File: config.mk
export PLATFORM = sky130hd
export DESIGN_NAME = clk_div_gen
export DESIGN_NICKNAME = d
export VERILOG_FILES = /design/src/rtl/clk_div_gen.sv
export SDC_FILE = /design/constraint.sdc
export NUM_CORES = 1
export LEC_CHECK = 0
export ABC_AREA = 1
export CORE_MARGIN = 3
export CORE_UTILIZATION = 61
export CTS_CLUSTER_DIAMETER = 80
export DETAILED_ROUTE_END_ITERATION = 7
export PLACE_DENSITY = 0.95
export SLEW_MARGIN = 15
export SYNTH_ARGS = -nofsm -noshare
export SYNTH_HDL_FRONTEND = slang
export SYNTH_SLANG_ARGS = --single-unit
File: constraint.sdc
create_clock -name clk -period 2.6 [get_ports clk]
set_clock_uncertainty 0.1 [all_clocks]
set_input_delay 0.52 -clock clk [delete_from_list [all_inputs] [get_ports clk]]
set_output_delay 0.52 -clock clk [all_outputs]
set_load 0.01 [all_outputs]
File: src/rtl/clk_div_gen.sv
// Multi-channel programmable clock generator: per-channel period, high time and start phase.
// Optional macro CLKGEN_SHADOW_EN re-samples period/high_cnt at each period boundary while running.
module clk_div_gen #(
  parameter int NUM_CH = 2,
  parameter int CNT_W  = 8
) (
  input  logic                    clk,
  input  logic                    rst_n,
  input  logic [NUM_CH-1:0]       enable,
  input  logic [NUM_CH*CNT_W-1:0] period,
  input  logic [NUM_CH*CNT_W-1:0] high_cnt,
  input  logic [NUM_CH*CNT_W-1:0] phase,
  output logic [NUM_CH-1:0]       clk_out,
  output logic [NUM_CH-1:0]       busy,
  output logic [NUM_CH-1:0]       cfg_err
);

  typedef enum logic [1:0] {IDLE, DELAY, RUN, DRAIN} state_t;

  for (genvar ch = 0; ch < NUM_CH; ch++) begin : g_ch
    logic [CNT_W-1:0] per_in, hi_in, ph_in;
    state_t           state_q, state_d;
    logic [CNT_W-1:0] cnt_q, cnt_d, dcnt_q, dcnt_d;
    logic [CNT_W-1:0] per_q, per_d, high_q, high_d;
    logic             clk_q, clk_d, err_q, err_d;
    logic             in_valid, last;

    assign per_in = period[ch*CNT_W +: CNT_W];
    assign hi_in  = high_cnt[ch*CNT_W +: CNT_W];
    assign ph_in  = phase[ch*CNT_W +: CNT_W];

    // high <= period-1 expressed as high < period to avoid wrap at period=0
    assign in_valid = (per_in >= CNT_W'(2)) && (hi_in != '0) && (hi_in < per_in);
    assign last     = (cnt_q == per_q - CNT_W'(1));

    always_ff @(posedge clk or negedge rst_n) begin
      if (!rst_n) begin
        state_q <= IDLE;
        cnt_q   <= '0;
        dcnt_q  <= '0;
        per_q   <= '0;
        high_q  <= '0;
        clk_q   <= 1'b0;
        err_q   <= 1'b0;
      end else begin
        state_q <= state_d;
        cnt_q   <= cnt_d;
        dcnt_q  <= dcnt_d;
        per_q   <= per_d;
        high_q  <= high_d;
        clk_q   <= clk_d;
        err_q   <= err_d;
      end
    end

    always_comb begin
      state_d = state_q;
      cnt_d   = cnt_q;
      dcnt_d  = dcnt_q;
      per_d   = per_q;
      high_d  = high_q;
      clk_d   = 1'b0;
      err_d   = err_q;
      case (state_q)
        IDLE: begin
          if (enable[ch]) begin
            if (in_valid) begin
              per_d  = per_in;
              high_d = hi_in;
              err_d  = 1'b0;
              cnt_d  = '0;
              if (ph_in != '0) begin
                state_d = DELAY;
                dcnt_d  = ph_in;
              end else begin
                state_d = RUN;
              end
            end else begin
              err_d = 1'b1;
            end
          end
        end
        DELAY: begin
          if (!enable[ch]) begin
            state_d = IDLE;
            dcnt_d  = '0;
          end else if (dcnt_q == CNT_W'(1)) begin
            state_d = RUN;
            dcnt_d  = '0;
          end else begin
            dcnt_d = dcnt_q - CNT_W'(1);
          end
        end
        RUN, DRAIN: begin
          // clk_q shows the cnt value held during the previous cycle
          clk_d = (cnt_q < high_q);
          cnt_d = last ? '0 : cnt_q + CNT_W'(1);
          if (enable[ch]) begin
            state_d = RUN;
          end else if (last) begin
            state_d = IDLE;
            clk_d   = 1'b0;
          end else begin
            state_d = DRAIN;
          end
`ifdef CLKGEN_SHADOW_EN
          if (last) begin
            if (in_valid) begin
              per_d  = per_in;
              high_d = hi_in;
            end else begin
              err_d = 1'b1;
            end
          end
`endif
        end
        default: state_d = IDLE;
      endcase
    end

    assign clk_out[ch] = clk_q;
    assign busy[ch]    = (state_q != IDLE);
    assign cfg_err[ch] = err_q;
  end

endmodule

Yosys cells after proc, flatten, opt, wreduce, memory -nomap -nowiden
Cells that the tools add are included.
Word-level totals
  register bits after elaboration: 72
  input port bits: 52
  output and inout bits: 6
  logic and storage cells: 116
Cells by class
  add/subtract/negate cells: 6
  order comparisons: 6
  eq/ne operators: 18
  mux-type cells: 44
  reductions and logical operators: 28
Operators by type and width (number)
  $mux W8: 16
  $pmux W8 S2: 4
  $lt A8 B8 Y1: 4
  $reduce_bool A8 Y1: 4
  $sub A8 B1 Y8 const B: 4
  $mux W2: 14
  $reduce_and A3 Y1: 6
  $add A8 B1 Y8 const B: 2
  $eq A8 B1 Y1 const B: 2
  $eq A8 B8 Y1: 2
  $ge A8 B2 Y1 const B: 2
  $ne A2 B2 Y1 const B: 6
  $pmux W2 S3: 2
  $reduce_bool A2 Y1: 6
  $eq A2 B2 Y1 const B: 4
  $mux W1: 8
  $reduce_and A4 Y1: 2
  $ne A3 B3 Y1 const B: 2
  $eq A2 B1 Y1 const B: 2
  $logic_and A1 B1 Y1: 4
  $logic_not A2 Y1: 2
  $reduce_and A2 Y1: 2
  $reduce_or A2 Y1: 2

Logic depth before layout (Yosys ltp)
  word-level depth: 6
  gate-level depth with buffers: 15
  depth with buffers taken out: 15

Least setup slack after synthesis
OpenSTA, ideal clock, no wires.
  kind: input -> register
  from: input period[15]
  to: register g_ch[1].dcnt_q[6]
  library setup time: 0.121 ns
  arrival: 1.817 ns
  data required time: 2.379 ns
  path slack: 0.562 ns
  stages on the path: 12
  buffers on the path: 1
  path through: inv_1 ha_1 nand2_1 nand2_1 or2_1 nor2_2 nand2_2 nand2_4 nand2_4 buf_6 nand2_1 o21ai_2
On the way
  cells in the longest elaborated chain, start to end: 5
Ends and longest elaborated chain
  start, declared: line 10  | input logic [NUM_CH*CNT_W-1:0] period,
  $ge A8 B2 Y1: line 33  | assign in_valid = (per_in >= CNT_W'(2)) && (hi_in != '0) && (hi_in < per_in);
  $logic_and A1 B1 Y1: line 33
  $logic_and A1 B1 Y1 (*): line 33
  $ne A2 B2 Y1 (no source line) (*)
  $reduce_and A4 Y1 (no source line) (*)
  end signal, assigned: line 48  | dcnt_q <= dcnt_d;
  end, declared: line 23  | logic [CNT_W-1:0] cnt_q, cnt_d, dcnt_q, dcnt_d;
Every way passes the cells marked *; elsewhere a longest branch is shown, timed or not.
A chain may end at the register's enable or synchronous reset.

Worst setup path after layout
  from: register g_ch[1].state_q[1]
  to: output busy[1]
On the way
  cells in the longest elaborated chain, start to end: 1
Ends and longest elaborated chain
  start, declared: line 22  | state_t state_q, state_d;
  start signal, assigned: line 46  | state_q <= state_d;
  $reduce_bool A2 Y1: line 122  | assign busy[ch] = (state_q != IDLE);
  end, declared: line 14  | output logic [NUM_CH-1:0] busy,
Every way passes these cells.

==> results.md <==
- Status: finished, final reports clean
- CTS tree: done
- I/O pins: 58
- Mapped Cells: 711
- Ant. Diodes: 0
- Internal: 3.325 mW
- Top cell type's share of synthesized area: 35.59%
- Final number of hold-violating endpoints: 0
- Worst R2R End: g_ch[0].cnt_q[3]
- Residual DRC: 0
- Sw Pwr: 2.947 mW
- Synthesis-to-layout area growth: 18.88%
- Max-slew violations: 0
- Synth cell count leaders: nand2_1, inv_1, dfrtp_1, nor2_1, nand3_1
- Maximum fanout along the worst path: 8
- Comb power frac: 53.8%
- Largest cells by area after synthesis: dfrtp_1, nand2_1, ha_1, inv_1, nand3_1
- Setup Crit Path Kind: flop to output pin
- Mapped Area: 5062 um2
- CTS buffer count: 9
- Hold Startpoint: g_ch[1].dcnt_q[7]
- Antenna viol nets, final: 0
- Reg clk slew, reported paths: 80 ps
- R2R Setup Slk: 490 ps
- Worst R2R Path Depth: 14
- Worst Setup Start Kind: flop
- Crit path from: g_ch[1].state_q[1]
- Hold Path Sink: g_ch[1].dcnt_q[7]
- Seq pwr share: 31.7%
- Max Cap Violations: 0
- Layout Nets: 869
- Drt wl/cell: 14.46 um
- Port buffer count: 57
- Fin crit period: 2463 ps
- Core ar.: 7888 um2
- Async SR Flop Fraction: 100.0%
- Final non-filler cell total: 888
- Via count: 5041
- Vias per cell: 5.677
- Worst rel slew slack: 50.71%
- Pwr dens: 1042 nW/um2
- VDD IR-drop max: 0.6146 mV
- Warnings from Yosys: 0
- Pleak: 3.101 nW
- Clk buf depth: 2
- Total Wirelength: 12840 um
- Syn_nets: 799
- Clk sink count: 72
- Die area: 9428 um2
- Worst slew pin tran: 736.1 ps
- Number of synthesized flops with an enable pin: 0
- Sequential area share after synthesis: 35.59%
- Layout cells sized above 1: 6.743%
- Reg2reg start: g_ch[0].per_q[0]
- PostCTS Resize Cnt: 0
- Final Setup Violations: 0
- Die width: 97.10 um
- Initial core utilization: 64.18%
- Detailed placement HPWL: 9882 um
- Initial DRC count: 234
- Post-synth cell types: 36
- Most numerous cell in the Yosys netlist: nand2_1
- Net Sw Frac: 46.99%
- Hold Path Stages: 2
- FF+latch count, synth: 72
- Cell taking the most area after synthesis: dfrtp_1
- Crit. End Element: output pin
- Clock power share: 14.5%
- F_max: 405.9 MHz
- Global-route wire length before repair: 22340 um
- Synth Flop Type: dfrtp_1
- CTS root buf: clkbuf_8
- Drt pass-1 iters: 5
- Post-CTS setup buffer count: 0
- H-tree depth: 3
- Grt ovf: 0
- Die Y: 97.10 um
- Largest net degree at the start of global routing: 44
- Fin Setup TNS: 0 ps
- Clk Latency, worst-skew pair: 360 ps
- Critical path required time: 1980 ps
- Initial antenna violation count: 0
- Final core occ: 76.30%
- RSZ-0062 raised after global routing: false
- Arrival @ worst endpoint: 1840 ps
- Routability cong.: 0.9566
- Post-CTS Hold Fix Bufs: 1
- Hold Path Class: flop to flop
- Tot GR Track Use: 28.56%
- Period utilization: 94.75%
- Syn avg cell area: 7.120 um2
- Vias in the first global route: 5239
- Row count: 32
- Placed insts: 871
## area by class of cell
class	count	area (um2)
clock inverters	5	56.30
clock buffers	11	141.4
multi-input cells	516	2756
flip-flops and latches	72	1802
inverters	109	409.1
fillers	571	1869
repair buffers	73	725.7
well taps	102	127.6
## cells by family (layout without fill, tap and decap cells)
kind of cell	Yosys count	after routing	synth area share, %
and+or+nand+nor	356	356	30.30
buffers and inverters	123	198	9.960
AOI/OAI and AO/OA	97	97	10.58
DFF	72	72	35.59
adders and majority gates	36	36	8.898
xor gates and xnor gates	27	27	4.671
## registers in the layout, summed over array words and instances (netlist names)
register,count
g_ch.high_q,16
g_ch.state_q,4
g_ch.cnt_q,16
g_ch.per_q,16
g_ch.clk_q,2
g_ch.dcnt_q,16
g_ch.err_q,2
## how the worst max path moves through the flow
stage,cells after the start,slack [ps],endpoint
finish,3,140,busy[1]
global route,3,70,busy[1]
CTS,3,130,busy[1]
detailed placement,10,-110,g_ch[0].per_q[2]
global placement,10,-30,g_ch[0].dcnt_q[1]
floorplan,12,560,g_ch[1].dcnt_q[6]
## cell usage in the layout (no fill, tap or decap), types with 2 or more instances in the layout
cell type / n
o21ai_2: 5
clkbuf_8: 10
clkdlybuf4s50_1: 56
buf_4: 12
inv_1: 106
buf_12: 3
or2_2: 2
nor3_1: 12
o21ai_1: 16
nand4_1: 18
clkinv_2: 2
inv_2: 3
nand2_1: 206
nand2_4: 2
o21ai_0: 34
xor2_1: 17
xnor2_1: 10
ha_1: 36
nor2_2: 4
nand3b_1: 3
nand3_1: 43
nand2_2: 4
o22ai_1: 11
nor2_1: 57
dfrtp_1: 72
a21oi_1: 25
## worst max-delay path, stage by stage (launching register included)
cell and delay (ps):
dfrtp_1 480, nor2_2 270, inv_1 210, clkdlybuf4s50_1 520
## per-layer routing
layer	routed length (um)	part of all wire, %	global-route usage (%)	vias to the layer above
met2	6667	52	51.91	211
li1	-	-	-	2419
met1	4921	38	31.38	2352
met4	542	4.2	15.55	0
met5	0	0	0	-
met3	710	5.5	5.025	59
## power by group through the flow
stage / clock [mW] / combinational, mW / sequential, mW
6_report: 0.908 / 3.37 / 1.99
5_1_grt: 0.968 / 3.83 / 2.04
4_1_cts: 0.910 / 3.34 / 1.98
3_5_place_dp: 0 / 3.27 / 1.99
3_3_place_gp: 0 / 3.07 / 1.96
2_1_floorplan: 0 / 2.51 / 1.85
## stage by stage
stage | worst slack (ps) | hold WS (ps) | total power, mW | area, um2
6_report | 136.6 | 381.7 | 6.272 | 6018
5_1_grt | 69.58 | 415.4 | 6.835 | 6018
4_1_cts | 132.3 | 382.8 | 6.224 | 6018
3_5_place_dp | -113.9 | 328.5 | 5.266 | 5811
3_3_place_gp | -32.66 | 325.4 | 5.030 | 5811
2_1_floorplan | 561.6 | 124.4 | 4.361 | 5062
Note: power is estimated with default switching activity, not from simulation.
